==> src/rtl/crbar2_unswap.sv <==
// Receiving end of the 2-lane crossbar: restores lane order using the applied
// select bit and buffers pairs in a small FIFO. Optional: CRBAR2_SWAP_COUNT_EN.
module crbar2_unswap #(
  parameter int Q     = 15,
  parameter int N     = 32,
  parameter int DEPTH = 2
) (
  input  logic         clk,
  input  logic         reset,
  input  logic         in_valid,
  output logic         in_ready,
  input  logic [N-1:0] in_y1,
  input  logic [N-1:0] in_y2,
  input  logic         in_s,
  output logic         out_valid,
  input  logic         out_ready,
  output logic [N-1:0] out_x1,
  output logic [N-1:0] out_x2,
  output logic [15:0]  swap_count
);

  localparam int AW = (DEPTH > 1) ? $clog2(DEPTH) : 1;
  localparam int CW = $clog2(DEPTH + 1);

  logic [2*N-1:0] mem [DEPTH];
  logic [2*N-1:0] last_pair;
  logic [2*N-1:0] pair_out;
  logic [AW-1:0]  wr_ptr;
  logic [AW-1:0]  rd_ptr;
  logic [CW-1:0]  count;
  logic           push;
  logic           pop;
  logic           q_unused;

  // Q only documents the fixed-point format; data passes untouched.
  assign q_unused = (Q >= 0);

  assign in_ready  = (count < CW'(DEPTH));
  assign out_valid = (count != '0);
  assign push      = in_valid && in_ready;
  assign pop       = out_valid && out_ready;

  // When empty, present the last popped pair rather than the stale slot at rd_ptr.
  assign pair_out = out_valid ? mem[rd_ptr] : last_pair;
  assign out_x1   = pair_out[2*N-1:N];
  assign out_x2   = pair_out[N-1:0];

  always_ff @(posedge clk or posedge reset) begin
    if (reset) begin
      for (int unsigned i = 0; i < DEPTH; i++) mem[i] <= '0;
      last_pair <= '0;
      wr_ptr    <= '0;
      rd_ptr    <= '0;
      count     <= '0;
    end else begin
      if (push) begin
        mem[wr_ptr] <= in_s ? {in_y2, in_y1} : {in_y1, in_y2};
        wr_ptr      <= wr_ptr + 1'b1;
      end
      if (pop) begin
        last_pair <= mem[rd_ptr];
        rd_ptr    <= rd_ptr + 1'b1;
      end
      case ({push, pop})
        2'b10:   count <= count + 1'b1;
        2'b01:   count <= count - 1'b1;
        default: count <= count;
      endcase
    end
  end

`ifdef CRBAR2_SWAP_COUNT_EN
  always_ff @(posedge clk or posedge reset) begin
    if (reset) begin
      swap_count <= '0;
    end else if (push && in_s && (swap_count != 16'hFFFF)) begin
      swap_count <= swap_count + 1'b1;
    end
  end
`else
  assign swap_count = '0;
`endif

endmodule

==> config.mk <==
export PLATFORM = sky130hd
export DESIGN_NAME = crbar2_unswap
export DESIGN_NICKNAME = d
export VERILOG_FILES = /design/src/rtl/crbar2_unswap.sv
export SDC_FILE = /design/constraint.sdc
export NUM_CORES = 1
export LEC_CHECK = 0
export ABC_AREA = 1
export CORE_MARGIN = 10
export CORE_UTILIZATION = 55
export CTS_BUF_LIST = sky130_fd_sc_hd__clkbuf_2 sky130_fd_sc_hd__clkbuf_4 sky130_fd_sc_hd__clkbuf_8
export CTS_CLUSTER_DIAMETER = 120
export DETAILED_ROUTE_END_ITERATION = 6
export PLACE_DENSITY_LB_ADDON = 0.25
export SLEW_MARGIN = 0
export SYNTH_ARGS = -nofsm -noshare
export SYNTH_HDL_FRONTEND = slang
export SYNTH_SLANG_ARGS = --single-unit
==> constraint.sdc <==
create_clock -name clk -period 18.08 [get_ports clk]
set_input_delay 3.616 -clock clk [delete_from_list [all_inputs] [get_ports clk]]
set_output_delay 3.616 -clock clk [all_outputs]
set_load 0.02 [all_outputs]
# ---- Word-level counts from Yosys, hierarchy flattened
# Cells that the tools add are included.
dict set report totals {
  register_bits 196
  out_inout_bits 82
  wordCells 32
}
dict set report classes {
  addsub 4
  order_cmp 4
  n_eq_ne 2
  n_mux 9
  bitwise_logic 2
  n_reduce_logical 5
}
# op n
set ops {}
lappend ops {{64-bit 2-to-1 mux} 6}
lappend ops {{128-bit bitwise mux} 1}
lappend ops {{64-bit demux with 1-bit select} 1}
lappend ops {{2-bit greater-or-equal comparator (second input constant)} 2}
lappend ops {{1-bit inverter with 2-bit output} 2}
lappend ops {{2-bit case mux with 2 select lines} 1}
lappend ops {{2-bit nonzero test} 2}
lappend ops {{1-bit logical AND} 3}
lappend ops {{1-bit adder (second input constant)} 2}
lappend ops {{2-bit by 1-bit adder with 2-bit output (second input constant)} 1}
lappend ops {{2-bit by 1-bit equality test with 1-bit output (second input constant)} 1}
lappend ops {{2-bit equality test (second input constant)} 1}
lappend ops {{2-bit by 1-bit less-than comparator with 1-bit output (second input constant)} 1}
lappend ops {{2-bit less-than comparator (second input constant)} 1}
lappend ops {{2-bit by 1-bit subtractor with 2-bit output (second input constant)} 1}

# ---- Depth between registers and ports, before layout
# Gate-level depths: netlist (run 1).
dict set report logic_depth {
  word_depth 6
  depth_mapped 9
}

# ---- Worst setup path before layout (run 1)
# OpenSTA, ideal clock, no wires.
dict set report synth_path {
  path_kind {flip-flop to output port}
  from {register count[0]}
  to {output out_x1[22]}
  arrival_time_ns 1.170
  required_time_ns 14.464
  path_slack_ns 13.294
  stages_incl_launch_ff 6
  path_buffers 1
  cell_sequence {dfrtp_1 nor2_2 inv_1 clkbuf_1 nand2_1 nand2_1}
}
dict set report synth_via {
  elab_chain_len 2
}
# item line
set synth_lines {}
lappend synth_lines {{start: declaration} 30} ;# logic [CW-1:0] count;
lappend synth_lines {{start signal: assignment} 65} ;# 2'b10: count <= count + 1'b1;
lappend synth_lines {{start signal: assignment} 66} ;# 2'b01: count <= count - 1'b1;
lappend synth_lines {{start signal: assignment} 67} ;# default: count <= count;
lappend synth_lines {{2-bit nonzero test} 39} ;# assign out_valid = (count != '0);
lappend synth_lines {{named net out_valid} 15} ;# output logic out_valid,
lappend synth_lines {{64-bit 2-to-1 mux} 44} ;# assign pair_out = out_valid ? mem[rd_ptr] : last_pair;
lappend synth_lines {{end: declaration} 17} ;# output logic [N-1:0] out_x1,
# The timed path passes the listed nets, and every way through them passes these cells.

# ---- Worst setup path after layout (run 1)
dict set report layout_path {
  from {register count[0]}
  to {output out_x2[16]}
}
dict set report layout_via {
  elab_chain_len 2
}
# item line
set layout_lines {}
lappend layout_lines {{2-bit nonzero test} 39}
lappend layout_lines {{64-bit 2-to-1 mux} 44}
lappend layout_lines {{end: declaration} 18} ;# output logic [N-1:0] out_x2,
# Every way passes these cells.

==> results of run 1 <==
-- cells in the final DEF (no fill, tap or decap), types with 2 or more instances in the layout --
cell	synthesis	final
clkinv_2	0	2
dfrtp_1	196	195
inv_2	2	4
nor2_4	1	3
o21ai_0	64	64
inv_6	0	4
inv_8	0	3
nand2_2	1	2
clkdlybuf4s50_1	0	133
inv_1	71	68
nand2_1	1034	1033
clkinv_4	0	5
conb_1	1	16
clkbuf_8	0	18
buf_4	29	12
-- metrics by stage --
stage	setup slack (ns)	hold WS, ns	power (mW)	util, %	instances
2_1_floorplan	9.12	0.442	1.43	-	1491
3_3_place_gp	12.17	0.453	1.80	62.4	1767
3_5_place_dp	12.14	0.458	1.82	62.4	1767
4_1_cts	11.60	0.483	2.11	64.6	1799
5_1_grt	11.43	0.501	2.26	64.6	1799
6_report	11.57	0.479	2.10	64.6	1800
-- state kept, by name, summed over array words and instances (netlist names) --
signal,flops
mem,128
last_pair,64
count,2
rd_ptr,1
wr_ptr,1
-- cells by family after synthesis --
family,after synthesis,share of synthesized area [%]
AO/OA/AOI/OAI,64,3.18
AND/OR/NAND/NOR,1042,39.0
flip-flops,196,48.7
adder cells (fa/ha/maj),1,0.124
buffers and inverters,171,8.86
other,1,0.0372
XOR/XNOR,1,0.0869
-- final timing paths --
check,to,cells past startpoint
max in group asynchronous,last_pair[30],3
worst max-delay path,out_x2[16],6
worst min-delay path,last_pair[12],2
min in group asynchronous,last_pair[7],2
worst min register to register,last_pair[12],2
worst max register to register,count[1],9
-- cells in the mapped netlist --
cell type | number | area share [%]
nand2_2 | 1 | 0.062
nand3_1 | 2 | 0.099
conb_1 | 1 | 0.037
buf_4 | 29 | 2.2
nand2_1 | 1034 | 39
xnor2_1 | 1 | 0.087
clkbuf_1 | 10 | 0.37
ha_1 | 1 | 0.12
buf_2 | 48 | 2.4
nand4_1 | 1 | 0.062
nor2_4 | 1 | 0.11
nand3b_1 | 1 | 0.075
buf_6 | 11 | 1.2
inv_1 | 71 | 2.6
dfrtp_1 | 196 | 49
nor2_2 | 2 | 0.12
inv_2 | 2 | 0.075
o21ai_0 | 64 | 3.2
-- critical path: stages (launching register included) --
cell and delay, ns:
dfrtp_1 0.46, nor2_4 0.05, inv_2 0.41, buf_4 0.57, nand2_1 0.12, nand2_1 0.14
clkdlybuf4s50_1 0.63
-- per-layer routing --
metal	global-route usage, %	wire length, um
met5	0	12
met4	7.84	617
met3	5.51	1970
met2	37.4	13200
met1	28.7	11900
-- area by class of cell --
| cell class | instances | area [sq um] |
|---|---|---|
| repair buffers | 145 | 1420 |
| flip-flops and latches | 196 | 4910 |
| fillers | 1647 | 6380 |
| diodes | 1 | 2.50 |
| multi-input cells | 1124 | 4350 |
| well taps | 229 | 287 |
| clock buffers | 18 | 248 |
| inverters | 73 | 282 |
| clock inverters | 14 | 141 |
-- power by group through the flow --
| stage | logic, mW | clock network [mW] | registers [mW] |
|---|---|---|---|
| floorplan | 0.721 | 0 | 0.706 |
| global placement | 1.07 | 0 | 0.725 |
| detailed placement | 1.09 | 0 | 0.730 |
| CTS | 1.10 | 0.288 | 0.723 |
| global route | 1.21 | 0.305 | 0.746 |
| finish | 1.09 | 0.284 | 0.724 |
==> impl_results.md, run 1 <==
- Post-layout minimum cycle time: around 6.5 ns
- Critical Path RT: approximately 14 ns
- CTS root buffer: clkbuf_8
- Total CTS buffers: 17
- Design Area, Final: roughly 12000 sq um
- Starting Density: 55.9%
- Yosys reg bits: ~200
- Register area share after synthesis: 48.7%
- Worst setup EP type: output pin
- YS warnings: 0
- Final Hold Viols: 0
- Synth unique cells: 18
- CTS resizes: 0
- CORE AREA: ~18000 sq um
- Die ar.: approximately 24000 sq um
- DRC viols: 0
- Ratio of cells with drive above 1 in the final layout: 3.57%
- Vias: slightly above 9000
- Row cnt: 49
- Fmax: between 0.15 and 0.2 GHz
- Final setup vio count: 0
- Period utilisation layout: a little over a third
- Final Max Slew Viols: 0
- Drt wl/cell: between 15 and 20 um
- CP Launch Point: count[0]
- Bufs on Longest Clock Path: 2
- # IOs: approximately 150
- Syn Inst Count: about 1500
- Switch share: a little under half
- Worst Tran Pin Value: approximately 1.0 ns
- Placement Cell Area: between 10000 and 15000 sq um
- Slew headroom: 30.9%
- Critical path type: flop to output pin
- Vias per inst: about 5.0
- Hpwl dp: ~17000 um
- Hold path startpoint: last_pair[12]
- R2R Setup Slk: 15.61 ns
- First-pass GRT wire length: about 44000 um
- Layout Nets: roughly 1600
- Synth Area per Inst: just under 7 sq um
- Combinational Power Share: about half
- Post-Syn Area: 10100 sq um
- H-tree Lvls: 4
- Gr usage total: between 20% and 30%
- Clock-pin transition on the worst setup and hold timing paths: ~0.11 ns
- Max Cap Viol: 0
- Worst path arrival time: just under 3 ns
- Sequential share of power: between 30% and 40%
- GRT overflow: 0
- Crit-path max FO: 39
- Worst Hold Class: flop to flop
- CTS Hold Bufs: 0
- DR pass1 iterations: 5
- Net switching power: about 0.96 mW
- Clock Power Share: a little over an eighth
- Static leakage: 6.67 nW
- Syn-to-layout area delta: 15.5%
- Clk_skew: roughly 0.013 ns
- Vias in the first global route: 8563
- Final wirelength: approximately 28000 um
- Int Pwr: about 1.1 mW
- Postcts setup bufs: 0
- CTS sink count: 196
- Critical R2R Launch: count[0]
- Die Ht: ~160 um
- Status: finished, final reports clean
- Largest net degree at the start of global routing: 129
- PD cells: about 180 nW/um^2
- CTS tree: yes
- VDD IR max: 103 uV
- Drt initial violations: 657
- Post-route antenna net violation count: 0
- Setup crit start kind: flop
- Clock latency on the worst-skew pair: 0.49 ns
- Final TNS setup: 0 ns
- RSZ-0062 raised after global routing: no
- Initial antenna violation count: 2
- IO Port Bufs: about 130
- Gp weighted congestion: about 0.83
- Die Wd: 155 um
Note: power is estimated with default switching activity, not from simulation.
==> inputs of run 2 (changes only) <==
--- a/config.mk
+++ b/config.mk
@@ -7,7 +7,7 @@
 export LEC_CHECK = 0
 export ABC_AREA = 1
 export CORE_MARGIN = 10
-export CORE_UTILIZATION = 55
+export CORE_UTILIZATION = 51
 export CTS_BUF_LIST = sky130_fd_sc_hd__clkbuf_2 sky130_fd_sc_hd__clkbuf_4 sky130_fd_sc_hd__clkbuf_8
 export CTS_CLUSTER_DIAMETER = 120
 export DETAILED_ROUTE_END_ITERATION = 6
==> constraint.sdc (replaced) <==
create_clock -name clk -period 5.8 [get_ports clk]
set_input_delay 1.16 -clock clk [delete_from_list [all_inputs] [get_ports clk]]
set_output_delay 1.16 -clock clk [all_outputs]
set_load 0.02 [all_outputs]
==> run 2 against run 1 <==
Compared with the run above:
- die area is 6.8% higher
- highest routed layer is now met4
- global-route usage shrank 1.2 points
- non-clock buffer count unchanged
- first-iteration DRC count is 17% higher
- critical path depth is 1 higher
==> impl_results.md, run 2 (synthesized netlist as in run 1, its figures left out) <==
- Max Cap Viol: 0 (unchanged)
- Hpwl dp: 18000 um (+3.4%)
- CP Launch Point: rd_ptr
- Critical R2R Launch: count[1]
- H-tree Lvls: 4 (unchanged)
- Slew headroom: 21.2% (-9.7 points)
- CTS resizes: 0 (unchanged)
- DRC viols: 0 (unchanged)
- First-pass GRT wire length: 45300 um (+2.2%)
- Worst setup EP type: output pin
- Drt initial violations: 770 (+17%)
- Critical path type: flop to output pin
- Most common cell after layout, fill and taps aside: nand2_1
- WHS: 0.479 ns (-0.000416 ns)
- Status: finished, final reports clean
- Critical Path RT: 4.64 ns (-9.82 ns)
- DR pass1 iterations: 5 (unchanged)
- R2R Path End: mem[111]
- CTS root buffer: clkbuf_8
- Critical path's slowest cell: clkdlybuf4s50_1
- Sequential share of power: 34.7% (about the same)
- Setup crit start kind: flop
- Worst Hold Class: flop to flop
- Crit-path max cell delay: 0.62 ns (about the same)
- # fillers: 1807 (+9.7%)
- Final TNS setup: 0 ns (unchanged)
- Switch share: 45.3% (-0.45 points)
- R2R Setup Slk: 3.67 ns (-11.94 ns)
- Clock latency on the worst-skew pair: 0.48 ns (about the same)
- Period utilisation layout: 69.2%
- Ratio of cells with drive above 1 in the final layout: 3.57% (unchanged)
- Worst-path cell chain: inv_2, buf_4, nand2_1, nand2_1, nand2_1, nand2_1, clkdlybuf4s50_1
- Starting Density: 51.8% (-4.1 points)
- Vias: 9040 (-0.43%)
- R2R cell count: 6 (-3)
- GRT overflow: 0 (unchanged)
- Vias per inst: 4.93 (-2.3%)
- Clk_skew: 0.0140 ns (+0.000660 ns)
- Post-route antenna net violation count: 0 (unchanged)
- Gp weighted congestion: 0.845 (+1.6%)
- CTS sink count: 196 (unchanged)
- Int Pwr: 3.59 mW (+220%)
- # diodes: 0 (-1)
- Worst Tran Pin Value: 1.18 ns (+0.145 ns)
- RSZ-0062 raised after global routing: no
- VDD IR max: 325 uV (+220%)
- Die Wd: 161 um (+3.4%)
- PD cells: 560 nW/um^2 (+210%)
- Combinational Power Share: 51.3% (-0.6 points)
- Final wirelength: 28100 um (+1.7%)
- Vias in the first global route: 8654 (+1.1%)
- Net switching power: 2.97 mW (+210%)
- Postcts setup bufs: 0 (unchanged)
- Static leakage: 6.66 nW (-0.14%)
- Final Max Slew Viols: 0 (unchanged)
- Row cnt: 51 (+4.1%)
- Largest net degree at the start of global routing: 197 (+53%)
- Die ar.: 25800 sq um (+6.8%)
- Max reg flops: 128 (unchanged)
- CORE AREA: 19500 sq um (+8.0%)
- Bufs on Longest Clock Path: 2 (unchanged)
- IO Port Bufs: 134 (unchanged)
- # IOs: 151 (unchanged)
- Post-layout minimum cycle time: 4.01 ns
- Design Area, Final: 11700 sq um (+0.58%)
- Syn-to-layout area delta: 16.2%
- Initial antenna violation count: 0 (-2)
- Drt wl/cell: 15.3 um (-0.27%)
- Commonest cells after routing, fill and taps aside: nand2_1 (1033), dfrtp_1 (195), clkdlybuf4s50_1 (133)
- Largest registers: mem: 128 flops, last_pair: 64 flops, count: 2 flops
- CTS tree: yes
- CTS Hold Bufs: 0 (unchanged)
- Clock-pin transition on the worst setup and hold timing paths: 0.10 ns (about the same)
- Placement Cell Area: 11300 sq um (+0.48%)
- CP endpoint: out_x1[23]
- Die Ht: 161 um (+3.4%)
- Reg with most FFs: mem
- Crit-path max FO: 39 (unchanged)
- Final Hold Viols: 0 (unchanged)
- Clock Power Share: 14.0% (+0.4 points)
- Final setup vio count: 0 (unchanged)
- Most used cell, CP: nand2_1
- Layout Nets: 1627 (unchanged)
- Gr usage total: 21.5% (-1.2 points)
- Fmax: about 0.25 GHz
- Worst path arrival time: 2.85 ns (-0.04 ns)
- Total CTS buffers: 17 (unchanged)
## run 2: metal layers
| metal | up-vias | part of all wire (%) | GRT usage, % |
|---|---|---|---|
| met5 | - | 0 | 0 |
| met4 | 0 | 1.6 | 6.01 |
| met3 | 23 | 6.9 | 5.16 |
| met2 | 275 | 48 | 36.0 |
| met1 | 4238 | 44 | 27.2 |
| li1 | 4504 | - | - |
## run 2: worst max-delay path: cells and delay by family (launching register included)
family                 cells  cell delay [ns]
and+or+nand+nor            4             0.34
DFF                        1             0.42
buffers and inverters      3             1.60
## run 2: cell type report
| cell class | instances | area (sq um) | area share, % |
|---|---|---|---|
| sequential | 196 | 4910 | 41.9 |
| multi-input combinational | 1124 | 4350 | 37.2 |
| timing repair buffer | 145 | 1430 | 12.2 |
| tap | 265 | 332 | 2.83 |
| inverter | 73 | 278 | 2.37 |
| clock buffer | 19 | 255 | 2.18 |
| clock inverter | 13 | 150 | 1.28 |
## run 2: per-stage QoR
stage / power [mW] / cells / utilization, % / setup WS, ns
after floorplan: 4.45 / 1491 / - / 2.11
after detailed placement: 5.70 / 1803 / 58.1 / 2.26
after global routing: 7.07 / 1835 / 60.2 / 1.60
final: 6.56 / 1835 / 60.2 / 1.79
after CTS: 6.62 / 1835 / 60.2 / 1.74
after global placement: 5.63 / 1803 / 58.1 / 2.30
## run 2: power by group through the flow
stage / clock network (mW) / logic, mW / registers (mW)
2_1_floorplan: 0 / 2.25 / 2.20
3_3_place_gp: 0 / 3.35 / 2.28
3_5_place_dp: 0 / 3.41 / 2.29
4_1_cts: 0.926 / 3.42 / 2.27
5_1_grt: 0.979 / 3.75 / 2.34
6_report: 0.920 / 3.36 / 2.28
## run 2: worst min-delay path by stage
stage | slack (ns) | cells past startpoint | start | end
after floorplan | 0.44 | 2 | last_pair[0] | last_pair[0]
after global placement | 0.45 | 2 | last_pair[10] | last_pair[10]
after detailed placement | 0.46 | 2 | last_pair[6] | last_pair[6]
after CTS | 0.48 | 2 | last_pair[14] | last_pair[14]
after global routing | 0.50 | 2 | last_pair[5] | last_pair[5]
final | 0.48 | 2 | last_pair[12] | last_pair[12]
